### src/rtl/piso_pkg.sv
// rtl/piso_pkg.sv - shared types and constants for the PISO serializer
// Contents: state_t (IDLE/SHIFT/PARITY), DEFAULT_WIDTH, cnt_width() counter sizing.
// Optional feature macro used by the design: PISO_PARITY_EN.
package piso_pkg;

    localparam int DEFAULT_WIDTH = 8;

    typedef enum logic [1:0] {
        IDLE   = 2'd0,
        SHIFT  = 2'd1,
        PARITY = 2'd2
    } state_t;

    // The counter only needs to hold WIDTH-1, so $clog2(WIDTH) bits suffice.
    // The result is clamped to 1 so that the vector stays legal.
    function automatic int cnt_width(input int width);
        return (width < 2) ? 1 : $clog2(width);
    endfunction

endpackage

### src/rtl/piso_if.sv
// rtl/piso_if.sv - load/serial-output bundle for the PISO serializer
// Signals: load_valid, din[WIDTH-1:0] (toward serializer);
//          load_ready, sout, sout_valid, done (from serializer).
// Modports: master = word source / bit sink, slave = serializer.
interface piso_if
    import piso_pkg::*;
#(
    parameter int WIDTH = DEFAULT_WIDTH
);
    logic             load_valid;
    logic [WIDTH-1:0] din;
    logic             load_ready;
    logic             sout;
    logic             sout_valid;
    logic             done;

    modport master (
        output load_valid, din,
        input  load_ready, sout, sout_valid, done
    );

    modport slave (
        input  load_valid, din,
        output load_ready, sout, sout_valid, done
    );
endinterface

### src/rtl/piso_bit_counter.sv
// rtl/piso_bit_counter.sv - loadable down-counter with zero flag
// Ports: clk, rst_n (async active-low), load, load_value[CW-1:0], dec, zero.
// load has priority over dec; the count does not wrap below zero.
module piso_bit_counter #(
    parameter int CW = 3
) (
    input  logic          clk,
    input  logic          rst_n,
    input  logic          load,
    input  logic [CW-1:0] load_value,
    input  logic          dec,
    output logic          zero
);
    logic [CW-1:0] count_q;

    always_ff @(posedge clk or negedge rst_n) begin
        if (!rst_n) begin
            count_q <= '0;
        end else if (load) begin
            count_q <= load_value;
        end else if (dec && (count_q != '0)) begin
            count_q <= count_q - 1'b1;
        end
    end

    assign zero = (count_q == '0);
endmodule

### src/rtl/piso_serializer.sv
// rtl/piso_serializer.sv - parallel-in serial-out serializer, MSB first
// Ports: clk, rst_n (async active-low), bus (piso_if.slave: load_valid, din,
//        load_ready, sout, sout_valid, done).
// Macro PISO_PARITY_EN: append one even-parity bit (PARITY state) per frame.
module piso_serializer
    import piso_pkg::*;
#(
    parameter int WIDTH = DEFAULT_WIDTH
) (
    input  logic    clk,
    input  logic    rst_n,
    piso_if.slave   bus
);
    localparam int CW = cnt_width(WIDTH);

    state_t           state_q, state_d;
    logic [WIDTH-1:0] sreg_q;
    logic             done_q;
    logic             zero;
    logic             load;
    logic             final_bit;
    logic             ready;
    logic             sout_c;
    logic             valid_c;
`ifdef PISO_PARITY_EN
    logic             parity_q;
`endif

    always_comb begin
        state_d   = state_q;
        final_bit = 1'b0;
        ready     = 1'b0;
        sout_c    = 1'b0;
        valid_c   = 1'b0;
        case (state_q)
            IDLE: begin
                ready = 1'b1;
                if (bus.load_valid) state_d = SHIFT;
            end
            SHIFT: begin
                sout_c  = sreg_q[WIDTH-1];
                valid_c = 1'b1;
                if (zero) begin
`ifdef PISO_PARITY_EN
                    state_d = PARITY;
`else
                    // Last data bit: accept the next word on this edge.
                    final_bit = 1'b1;
                    ready     = 1'b1;
                    state_d   = bus.load_valid ? SHIFT : IDLE;
`endif
                end
            end
`ifdef PISO_PARITY_EN
            PARITY: begin
                sout_c    = parity_q;
                valid_c   = 1'b1;
                final_bit = 1'b1;
                ready     = 1'b1;
                state_d   = bus.load_valid ? SHIFT : IDLE;
            end
`endif
            default: state_d = IDLE;
        endcase
    end

    assign load = ready && bus.load_valid;

    always_ff @(posedge clk or negedge rst_n) begin
        if (!rst_n) begin
            state_q <= IDLE;
            sreg_q  <= '0;
            done_q  <= 1'b0;
        end else begin
            state_q <= state_d;
            done_q  <= final_bit;
            if (load) begin
                sreg_q <= bus.din;
            end else if (state_q == SHIFT) begin
                sreg_q <= {sreg_q[WIDTH-2:0], 1'b0};
            end
        end
    end

`ifdef PISO_PARITY_EN
    always_ff @(posedge clk or negedge rst_n) begin
        if (!rst_n) begin
            parity_q <= 1'b0;
        end else if (load) begin
            parity_q <= ^bus.din;
        end
    end
`endif

    piso_bit_counter #(.CW(CW)) u_bit_counter (
        .clk        (clk),
        .rst_n      (rst_n),
        .load       (load),
        .load_value (CW'(WIDTH - 1)),
        .dec        ((state_q == SHIFT) && !zero),
        .zero       (zero)
    );

    assign bus.load_ready = ready;
    assign bus.sout       = sout_c;
    assign bus.sout_valid = valid_c;
    assign bus.done       = done_q;
endmodule

### src/flat_wrapper.sv
// flat-port wrapper written by rule: the top's interface ports become plain ports
module piso_serializer_flat import piso_pkg::*;
#(
    parameter int WIDTH = DEFAULT_WIDTH
)
  (clk, rst_n, bus_load_valid, bus_din, bus_load_ready, bus_sout, bus_sout_valid, bus_done);
  piso_if #(.WIDTH(WIDTH)) bus_i ();
  input  logic clk;
  input  logic rst_n;
  input wire logic [$bits(bus_i.load_valid)-1:0] bus_load_valid;
  input wire logic [$bits(bus_i.din)-1:0] bus_din;
  output wire logic [$bits(bus_i.load_ready)-1:0] bus_load_ready;
  output wire logic [$bits(bus_i.sout)-1:0] bus_sout;
  output wire logic [$bits(bus_i.sout_valid)-1:0] bus_sout_valid;
  output wire logic [$bits(bus_i.done)-1:0] bus_done;
  assign bus_i.load_valid = bus_load_valid;
  assign bus_i.din = bus_din;
  assign bus_load_ready = bus_i.load_ready;
  assign bus_sout = bus_i.sout;
  assign bus_sout_valid = bus_i.sout_valid;
  assign bus_done = bus_i.done;
  piso_serializer #(.WIDTH(WIDTH)) u_core (.clk(clk), .rst_n(rst_n), .bus(bus_i));
endmodule
### config.mk
export PLATFORM = sky130hd
export DESIGN_NAME = piso_serializer_flat
export DESIGN_NICKNAME = d
export VERILOG_FILES = /design/src/rtl/piso_pkg.sv /design/src/rtl/piso_if.sv /design/src/rtl/piso_bit_counter.sv /design/src/rtl/piso_serializer.sv /design/src/flat_wrapper.sv
export SDC_FILE = /design/constraint.sdc
export NUM_CORES = 1
export LEC_CHECK = 0
export CORE_AREA = 3 3 42 44
export CTS_CLUSTER_DIAMETER = 40
export DETAILED_ROUTE_END_ITERATION = 10
export DIE_AREA = 0 0 45 47
export PLACE_DENSITY = 0.72
export RECOVER_POWER = 100
export SYNTH_ARGS = -nofsm -noshare
export SYNTH_HDL_FRONTEND = slang
export SYNTH_SLANG_ARGS = --single-unit
export TNS_END_PERCENT = 20
### constraint.sdc
create_clock -name clk -period 2.2 [get_ports clk]
set_input_delay 0.66 -clock clk [delete_from_list [all_inputs] [get_ports clk]]
set_output_delay 0.66 -clock clk [all_outputs]
set_load 0.05 [all_outputs]
-- After elaboration in Yosys (flattened, before gate mapping)
Index checks and enable logic that the tools add are counted.
- $add $sub $neg: 1
- equality and inequality tests: 3
- multiplexer cells: 13
- reduce and logical (&&, ||, !) cells: 10
- operator list (operator ; count):
    2-to-1 mux 8 bit ; 2
    2-to-1 mux 3 bit ; 2
    2-to-1 mux 1 bit ; 5
    2-to-1 mux 2 bit ; 2
    one-hot mux 2 bit (2 select lines) ; 1
    nonzero test 2 bit ; 2
    logical AND 1 bit ; 3
    zero test 3 bit ; 1
    nonzero test 3 bit ; 1
    subtractor 3 x 1 -> 3 bit, second input constant ; 1
    equality test 2 x 1 -> 1 bit, second input constant ; 1
    zero test 2 bit ; 1
    inequality test 2 x 1 -> 1 bit, second input constant ; 1
    inequality test 2 bit, second input constant ; 1
    one-hot mux 1 bit (2 select lines) ; 1
    AND reduction 2 bit ; 1
    zero test 1 bit ; 1
- bits in registers: 14
- input port bits: 11
- output and inout port bits: 4
- logic and storage cells: 31

-- Depth between registers and ports, before layout
Gate-level depths: netlist of the first run.
- depth in word-level cells: 6
- depth in mapped cells: 8
- gate-level depth less buffers: 7

-- By module
From an unflattened synthesis of the first run, not the netlist that was laid out.
- cell total of the unflattened synthesis: 73
- area, all modules: 762.0 um2
- modules (own cells, without submodules) (module ; times used ; cells each ; area an instance (um2) ; sequential area each (um2)):
    piso_serializer ; 1 ; 54 ; 554.3 ; 250.2
    piso_bit_counter ; 1 ; 19 ; 207.7 ; 75.1

-- Worst setup path before layout of the first run
OpenSTA, ideal clock, no wires.
- path type: register to output
- start point: reg u_core.state_q[0]
- end point: out bus_sout
- arrival: 1.423 ns
- required time: 1.540 ns
- path slack: 0.117 ns
- stages on the path, launching flop included: 3
- buffers on the path: 1
- cells stage by stage: dfrtp_1 buf_2 and2_1
- cells in the longest elaborated chain, start to end: 2
- ends and longest elaborated chain (what ; RTL line ; source):
    from (decl) ; piso_serializer.sv:16 ; state_t state_q, state_d;
    from (signal assigned) ; piso_serializer.sv:75 ; state_q <= state_d;
    equality test 2 x 1 -> 1 bit ; piso_serializer.sv:35 ; case (state_q)
    2-to-1 mux 1 bit ; piso_serializer.sv:35 ;
    to (decl) ; flat_wrapper.sv:13 ; output wire logic [$bits(bus_i.sout)-1:0] bus_sout;
No other way between the ends.

-- Worst setup path in the final report of the first run
- start point: reg u_core.u_bit_counter.count_q[0]
- end point: out bus_load_ready
- cells in the longest elaborated chain, start to end: 3
- ends and longest elaborated chain (what ; RTL line ; source):
    from (decl) ; piso_bit_counter.sv:14 ; logic [CW-1:0] count_q;
    from (signal assigned) ; piso_bit_counter.sv:20 ; count_q <= load_value;
    from (signal assigned) ; piso_bit_counter.sv:22 ; count_q <= count_q - 1'b1;
    zero test 3 bit ; piso_bit_counter.sv:26 ; assign zero = (count_q == '0);
    2-to-1 mux 1 bit ; piso_serializer.sv:43 ; if (zero) begin
    one-hot mux 1 bit (2 select lines) ; piso_serializer.sv:35 ;
    to (decl) ; flat_wrapper.sv:12 ; output wire logic [$bits(bus_i.load_ready)-1:0] bus_load_ready;
No other way between the ends.

==> reports/metrics.cfg, run 1 <==
[status]
outcome = finished, final reports clean

[synth]
synth_cell_type_count = 21
yosys_register_bits = 13
yosys_warnings = 0
synthCells = 57
yosysTopAreaCell = dfrtp_1
syn_avg_cell_area_sq_um = 11.5
yosys.area.top_type_share = 0.495
yosysSeqAreaShare = 0.495
synthTopCellsByArea = dfrtp_1, o221a_1, a211o_1
syn-cell-area_sq_um = 657
synth_nets = 70

[floorplan]
core_sq_um = 1470
dieWidth_um = 45
die_h_um = 47
rows = 14
fp.dieArea_sq_um = 2120
io_pins = 15
start_util = 0.446

[drt]
via_count = 510
first_pass_iters = 4
vias_per_cell = 5.48
totalWireLength_um = 1220
ant_nets = 0
wl_per_cell_um = 13.1
route.detailed.drc = 0
drt_iter0_markers = 12

[global_route]
grt_pass1_vias = 465
grt_overflow = 0
antenna_found_initial = 0
grt_max_degree = 14
grt_pass1_wl_um = 1980
grt_usage = 0.127

[worst_setup_path]
crit_slowest_cell = dfrtp_1
cp_max_fo = 2
worst-setup-path-type = register to output pin
worstPathArrival_ps = 1470
start_kind = register
crit_family = adder cells
path_cells = inv_1 > ha_1 > ha_2 > and2b_4 > inv_2 > buf_12
worst_setup_path_end_kind = output pin
cp.required_ps = 1540
slowest_delay_ps = 360
path_buf_inv = 3
reg2reg_slack_ps = 480

[sta]
fin_crit_ps = 2130
fin_ws_ps = 71.6
totalNegativeSetupSlack_ps = 0
max_freq_mhz = 470
slew_headroom = 0.600
hold_viol = 0
setup_viol = 0
rsz0062_at_grt = no
worst_slew_pin_slew_ps = 598
final_max_slew_viol_count = 0
finalCritPeriodShare = 0.967
hold_slack_ps = 518
finClkSkew_ps = 3.19

[cells_and_area]
final_common_cell = dfrtp_1
nets = 91
antenna_cells = 0
area_delta_synth_final_pct = 36.0
num-fill-cells = 135
drive_gt1_frac = 0.195
final_cell_mix = dfrtp_1, clkdlybuf4s50_1, a211o_1, o221a_1

[clock_network]
cts_tree = done
htree_levels = 1
clk_latency_ps = 260
clk_path_buf_depth = 2
clk_pin_slew_ps = 80
cts.sinks = 13
cts_root_buf = clkbuf_4
numCtsBuffers = 3
ctsHoldBuffers = 0

[worst_hold_path]
hold_path_class = register to register

[power_and_ir_drop]
p_per_area_nw_per_um2 = 1340
max-vdd-ir-drop_uv = 679
p_leak_nw = 0.430

[placement]
gp_congestion = 0.766
port_buffers = 14
place_hpwl_um = 898
place_ws_ps = 281

[flow_run]
drv_cap = 0

## worst min-delay path: cells and delay by family (launching register included)
family         cells  cell delay [ps]
flip-flops         1              350
AO/OA/AOI/OAI      2              130
## synth_stat cells (all sizes together)
cell type and count:
dfrtp 13, a211o 7, o221a 7, and2b 6, inv 5, o21ai 4
and2 2, buf 2, ha 2, nand2 2, nor2b 2, a21oi 1
clkbuf 1, nand2b 1, nor3 1, o32ai 1
## routing by layer
layer | up-vias | track usage | wire length [um]
met4 | 0 | 0.0351 | 8
met3 | 2 | 0.0230 | 74
met1 | 240 | 0.172 | 580
met5 | - | 0 | 0
met2 | 18 | 0.209 | 559
li1 | 250 | - | -
## cell families after synthesis
| family | synth area share |
|---|---|
| buffers and inverters | 0.0590 |
| adders and majority gates | 0.0381 |
| AOI/OAI and AO/OA | 0.265 |
| DFF | 0.495 |
| and+or+nand+nor | 0.143 |
## what timing repair did
action / CTS / global route
setup endpoints to repair: 1 / 1
setup buffers: 1 / 1
endpoints found under the hold margin: 0 / 0
gates resized for setup: 0 / 1
## stage by stage
stage	power [mW]	cells	utilization	instance area, sq um
global route	1.28	93	0.607	893
global placement	1.02	87	0.577	850
CTS	1.20	92	0.600	883
floorplan	0.814	57	-	657
detailed placement	1.04	87	0.577	850
finish	1.20	93	0.607	893
## path summary, 6_finish.rpt
check | from | to | cells past startpoint
max in group asynchronous | rst_n | u_core.sreg_q[2] | 1
hold / removal | u_core.u_bit_counter.count_q[2] | u_core.u_bit_counter.count_q[2] | 2
setup / recovery | u_core.u_bit_counter.count_q[0] | bus_load_ready | 6
hold reg to reg | u_core.u_bit_counter.count_q[2] | u_core.u_bit_counter.count_q[2] | 2
min in group asynchronous | rst_n | u_core.bus.done | 1
setup reg to reg | u_core.u_bit_counter.count_q[0] | u_core.sreg_q[7] | 8
## report_power, final
part,switching (mW),leakage (nW),internal (mW),total [mW]
clock network,0.0711,0.0150,0.0700,0.141
logic,0.324,0.251,0.338,0.662
registers,0.0612,0.164,0.336,0.397
## flip-flops by register name, indices dropped and copies added (netlist names)
register	count
u_core.u_bit_counter.count_q	3
u_core.sreg_q	8
u_core.state_q	1
u_core.bus.done	1
## area by class of cell
cell class | instances | area [sq um] | area share
multi-input combinational | 36 | 295 | 0.331
clock buffer | 4 | 26.3 | 0.0294
timing repair buffer | 19 | 208 | 0.232
tap | 16 | 20.0 | 0.0224
sequential | 13 | 325 | 0.364
inverter | 5 | 18.8 | 0.0210
Note: power is estimated with default switching activity, not from simulation.
==> inputs of run 2 (changes only) <==
--- a/config.mk
+++ b/config.mk
@@ -7,6 +7,7 @@
 export LEC_CHECK = 0
 export CORE_AREA = 3 3 42 44
 export CTS_CLUSTER_DIAMETER = 40
+export CTS_CLUSTER_SIZE = 8
 export DETAILED_ROUTE_END_ITERATION = 10
 export DIE_AREA = 0 0 45 47
 export PLACE_DENSITY = 0.72
==> results of run 2 <==
Same layout as run 1: the final DEF is identical, and so are final timing and power.
